===== src/rtl/lcd_ctrl.sv =====
// Purpose : HD44780 4-bit bus sequencer; turns one write strobe into setup/E-pulse/exec-wait timing.
// Latency : E rises in the (SETUP_CYC+1)th cycle after accept; busy lasts 2*(S+H+L)+X (byte) or (S+H+L)+X (nibble).
// Backpr. : busy=1 while a transfer or exec wait runs; wr during busy is dropped and sets sticky ovr.
//
// Ports:
//   clk, rst            - clock, synchronous active-high reset
//   wr, wdata, wrs, wnib - write strobe, byte, RS value, nibble-only select
//   busy, ovr           - transfer in progress, sticky dropped-write flag
//   lcd_e, lcd_rw, lcd_rs, lcd_db - LCD pins (all registered, rw tied low)
module lcd_ctrl #(
    parameter int SETUP_CYC     = 2,
    parameter int E_HIGH_CYC    = 8,
    parameter int E_LOW_CYC     = 16,
    parameter int EXEC_CYC      = 1080,
    parameter int LONG_EXEC_CYC = 44000,
    parameter int CNT_W         = 16
) (
    input  logic       clk,
    input  logic       rst,
    input  logic       wr,
    input  logic [7:0] wdata,
    input  logic       wrs,
    input  logic       wnib,
    output logic       busy,
    output logic       ovr,
    output logic       lcd_e,
    output logic       lcd_rw,
    output logic       lcd_rs,
    output logic [3:0] lcd_db
);

    typedef enum logic [2:0] {
        ST_IDLE,
        ST_SETUP,
        ST_EHIGH,
        ST_ELOW,
        ST_EXEC
    } state_t;

    // Timer reload values: each state lasts exactly N cycles, so load N-1.
    localparam logic [CNT_W-1:0] SETUP_LD = CNT_W'(SETUP_CYC - 1);
    localparam logic [CNT_W-1:0] EHIGH_LD = CNT_W'(E_HIGH_CYC - 1);
    localparam logic [CNT_W-1:0] ELOW_LD  = CNT_W'(E_LOW_CYC - 1);
    localparam logic [CNT_W-1:0] EXEC_LD  = CNT_W'(EXEC_CYC - 1);
    localparam logic [CNT_W-1:0] LEXEC_LD = CNT_W'(LONG_EXEC_CYC - 1);

    state_t           state,     state_nxt;
    logic [CNT_W-1:0] timer,     timer_nxt;
    logic             e_nxt;
    logic             busy_nxt;
    logic             ovr_nxt;
    logic             rs_nxt;
    logic [3:0]       db_nxt;
    logic [3:0]       lo_nib,    lo_nib_nxt;    // low nibble held for the second pulse
    logic             nib_mode,  nib_mode_nxt;
    logic             long_q,    long_nxt;      // clear/home needs the long exec wait
    logic             phase_lo,  phase_lo_nxt;  // 1 once the low nibble is on the bus
    logic             tmr_zero;

    assign tmr_zero = (timer == '0);

    // Write-only interface: R/W is never driven high.
    assign lcd_rw = 1'b0;

    always_ff @(posedge clk) begin
        if (rst) begin
            state    <= ST_IDLE;
            timer    <= '0;
            lcd_e    <= 1'b0;
            busy     <= 1'b0;
            ovr      <= 1'b0;
            lcd_rs   <= 1'b0;
            lcd_db   <= 4'h0;
            lo_nib   <= 4'h0;
            nib_mode <= 1'b0;
            long_q   <= 1'b0;
            phase_lo <= 1'b0;
        end else begin
            state    <= state_nxt;
            timer    <= timer_nxt;
            lcd_e    <= e_nxt;
            busy     <= busy_nxt;
            ovr      <= ovr_nxt;
            lcd_rs   <= rs_nxt;
            lcd_db   <= db_nxt;
            lo_nib   <= lo_nib_nxt;
            nib_mode <= nib_mode_nxt;
            long_q   <= long_nxt;
            phase_lo <= phase_lo_nxt;
        end
    end

    always_comb begin
        state_nxt    = state;
        timer_nxt    = timer;
        e_nxt        = lcd_e;
        busy_nxt     = busy;
        ovr_nxt      = ovr;
        rs_nxt       = lcd_rs;
        db_nxt       = lcd_db;
        lo_nib_nxt   = lo_nib;
        nib_mode_nxt = nib_mode;
        long_nxt     = long_q;
        phase_lo_nxt = phase_lo;

        case (state)
            ST_IDLE: begin
                // busy is low only in IDLE, so this is the sole accept point.
                if (wr) begin
                    lo_nib_nxt   = wdata[3:0];
                    nib_mode_nxt = wnib;
                    long_nxt     = !wrs && !wnib && (wdata[7:2] == 6'd0);
                    phase_lo_nxt = 1'b0;
                    ovr_nxt      = 1'b0;
                    rs_nxt       = wrs;
                    db_nxt       = wdata[7:4];
                    busy_nxt     = 1'b1;
                    timer_nxt    = SETUP_LD;
                    state_nxt    = ST_SETUP;
                end
            end
            ST_SETUP: begin
                if (tmr_zero) begin
                    e_nxt     = 1'b1;
                    timer_nxt = EHIGH_LD;
                    state_nxt = ST_EHIGH;
                end else begin
                    timer_nxt = timer - CNT_W'(1);
                end
            end
            ST_EHIGH: begin
                if (tmr_zero) begin
                    e_nxt     = 1'b0;
                    timer_nxt = ELOW_LD;
                    state_nxt = ST_ELOW;
                end else begin
                    timer_nxt = timer - CNT_W'(1);
                end
            end
            ST_ELOW: begin
                if (tmr_zero) begin
                    if (!nib_mode && !phase_lo) begin
                        // Second half of a full byte; bus changes only here with E low.
                        db_nxt       = lo_nib;
                        phase_lo_nxt = 1'b1;
                        timer_nxt    = SETUP_LD;
                        state_nxt    = ST_SETUP;
                    end else begin
                        timer_nxt = long_q ? LEXEC_LD : EXEC_LD;
                        state_nxt = ST_EXEC;
                    end
                end else begin
                    timer_nxt = timer - CNT_W'(1);
                end
            end
            ST_EXEC: begin
                if (tmr_zero) begin
                    busy_nxt  = 1'b0;
                    state_nxt = ST_IDLE;
                end else begin
                    timer_nxt = timer - CNT_W'(1);
                end
            end
            default: begin
                state_nxt = ST_IDLE;
                e_nxt     = 1'b0;
                busy_nxt  = 1'b0;
                timer_nxt = '0;
            end
        endcase

        // A strobe while busy is dropped but remembered.
        if (wr && busy) begin
            ovr_nxt = 1'b1;
        end
    end

endmodule


===== config.mk =====
export PLATFORM = sky130hd
export DESIGN_NAME = lcd_ctrl
export DESIGN_NICKNAME = d
export VERILOG_FILES = /design/src/rtl/lcd_ctrl.sv
export SDC_FILE = /design/constraint.sdc
export NUM_CORES = 1
export LEC_CHECK = 0
export BUFFER_PORTS_ARGS = -buffer_cell sky130_fd_sc_hd__buf_2
export CAP_MARGIN = 0
export CORE_MARGIN = 3
export CORE_UTILIZATION = 30
export CTS_CLUSTER_DIAMETER = 80
export DETAILED_ROUTE_END_ITERATION = 8
export SYNTH_ARGS = -nofsm -noshare
export SYNTH_HDL_FRONTEND = slang
export SYNTH_SLANG_ARGS = --single-unit

===== constraint.sdc =====
create_clock -name clk -period 3.5 [get_ports clk]
set_clock_uncertainty 0.05 [all_clocks]
set_input_delay 0 -clock clk [delete_from_list [all_inputs] [get_ports clk]]
set_output_delay 0 -clock clk [all_outputs]
set_load 0.03 [all_outputs]

==> run metrics <==
CP max FO=17; R2R cell count=4; remaining global-route overflow=0; # clock sinks=34; Diodes inserted=0; final count of hold timing violations=0; Clock Path Buffers=2; final worst slack=1.04 ns; Netlist Area Pre-Place=2090 um2; syn avg cell area=8.58 um2; Synth top cells by count=dfxtp_1 (34), nand2_1 (31), a21oi_1 (18), nor2_1 (17), o21ai_0 (16); synthesized netlist cell count=between 200 and 250; clock edge transition at the registers on the reported setup and hold paths=roughly 0.07 ns; DRT iter0 DRCs=about 140; power after layout=2510 uW; Layout area overhead=13.3%; detailed-route via count=roughly 1,900; vias in the first global route=1,757; Initial DRT Pass Iterations=4; Die X-Extent=89.4 um; Setup CP Type=register to register; Critical Path RT=between 3 and 4 ns; Layout Nets=278; CTS root buffer=clkbuf_8; Internal=1260 uW; flops & latches, synth=34; Clock Latency Late Sink=0.29 ns; gpl congestion=0.854; Worst setup endpoint=timer[8]; worst hold path class=input port to register; post-CTS setup buffers=0; Slew headroom=43.3%; Remaining DRCs=0; starting density of the core=31.9%; global router's overall resource usage=14.1%; final WL=5.29 mm; first-pass GRT wire length=between 8 and 9 mm; fin. max-slew vios=0; Critical Path AT=2.63 ns; P_sw=1250 uW; Area contributors post-synth=dfxtp_1 (33%), nand2_1 (5.6%), a21oi_1 (4.3%); area of the core=6530 um2; FF-to-FF End=timer[8]; initial antenna violation count=0; num ports=22; CTS resizes=0; height of the chip=89.4 um; Pleak=0.000913 uW; Reg2Reg Launch Point=state[2]; count leader, synth=dfxtp_1; area share of the largest cell type after synthesis=between 30% and 40%; H-tree depth=2; EDFF count, synth=0; crit end category=register; post-detailed-route wirelength per cell=15.5 um; CTS tree=done; pre-CTS setup slack=1.09 ns; Worst Tran Pin Value=between 0.8 and 0.9 ns; power density over cell area=1060 nW/um2; # setup viols final=0; PortBufs=20; Gate power share=60.2%; CP startpoint=state[2]; share of cells above drive strength 1=19.3%; share of power burned in registers=approximately 28%; dpl hpwl=3.66 mm; switch share=49.9%; status=finished, final reports clean; Detail Route Antenna Nets=0; setup TNS=0 ns; asr flop ratio synth=0%; Seq/Total Area, Yosys=between 30% and 40%; Syn. warnings=0; Site Rows=29; RSZ-0062 raised after global routing=no; Most used DFF post-synth=dfxtp_1; fin crit share=70.2%; Tmin final=2.46 ns; Distinct cells, synth=67; TritonCTS buffer count=5; WHS=0.0266 ns; MaxCap Viol Count=0; final core occ=36.2%; die area=7990 um2; post-synth top area cell=dfxtp_1; Mapped Nets=258; Peak VDD IR=~340 uV; fmax=0.407 GHz; reg-to-reg slack, setup=1.04 ns; Clock Power Share=between 10 and 15%; via/cell ratio=5.64; CP Launch Type=register; largest net degree at the start of global routing=30
cell families (layout without fill, tap and decap cells):
group | count (synthesis) | count (layout) | synth area share [%]
buf+inv | 21 | 42 | 5.64
other cells | 1 | 1 | 0.180
flops | 34 | 34 | 32.6
compound gates | 82 | 82 | 28.5
mux | 6 | 6 | 2.88
xor+xnor | 6 | 6 | 2.52
simple gates | 91 | 91 | 26.5
fa+ha+maj | 2 | 2 | 1.20
critical path: stages (launching register included):
cell and delay [ns]:
dfxtp_1 0.72, clkinv_1 0.49, o41ai_4 0.78, o31a_2 0.24, o2bb2ai_1 0.10
metrics by stage:
step,cells,area [um2]
after floorplan,243,2090
after global placement,325,2190
after detailed placement,325,2190
after CTS,341,2360
after global routing,341,2360
final,341,2360
metal layers:
layer  up-vias  global-route usage (%)  wire length, um
met5         -                       0                0
met4         0                    4.33               72
met3         8                    3.23              335
met2        77                    21.2             2350
met1       886                    20.0             2530
li1        953                       -                -
final cells by class:
type / instances / area [um2]
clock buffer: 7 / 86.3
sequential: 34 / 681
fill: 664 / 4170
multi-input combinational: 188 / 1290
tap: 77 / 96.3
inverter: 5 / 18.8
clock inverter: 1 / 5.00
timing repair buffer: 29 / 188
worst min path at each step:
stage,end,from,cells past startpoint,slack (ns)
2_1_floorplan,lo_nib[0],wdata[0],2,0.09
3_3_place_gp,lo_nib[0],wdata[0],3,0.20
3_5_place_dp,lo_nib[0],wdata[0],3,0.20
4_1_cts,ovr,wr,3,0.02
5_1_grt,lcd_db[0],wdata[4],3,0.03
6_report,ovr,wr,3,0.03
state kept, by name, summed over array words and instances, names as in the netlist:
| signal | flops |
|---|---|
| busy | 1 |
| lcd_db | 4 |
| lcd_e | 1 |
| lcd_rs | 1 |
| lo_nib | 4 |
| long_q | 1 |
| nib_mode | 1 |
| ovr | 1 |
| phase_lo | 1 |
| state | 3 |
| timer | 16 |
power groups by stage:
stage	sequential, uW	clock, uW	combinational (uW)
after global placement	696	0	1490
final	694	308	1510
after global routing	719	335	1660
after floorplan	694	0	1260
after detailed placement	700	0	1490
after CTS	693	313	1510
cells in the final DEF, fill, tap and decap left out, types with 5 or more instances in the layout:
cell           Yosys  final
nor2_1            17     17
dlygate4sd3_1      0      8
dfxtp_1           34     34
buf_2              1     20
clkbuf_8           0      6
nor3_1             6      6
xnor2_1            5      5
a21oi_1           18     18
nand2_1           31     31
o21ai_0           16     16
a211oi_1           7      7
mux2i_1            6      6
repair_timing:
item	in CTS	in global routing
hold buffers	8	0
endpoints found under the hold margin	7	0
endpoints found under the setup margin	0	0
Note: power is estimated with default switching activity, not from simulation.
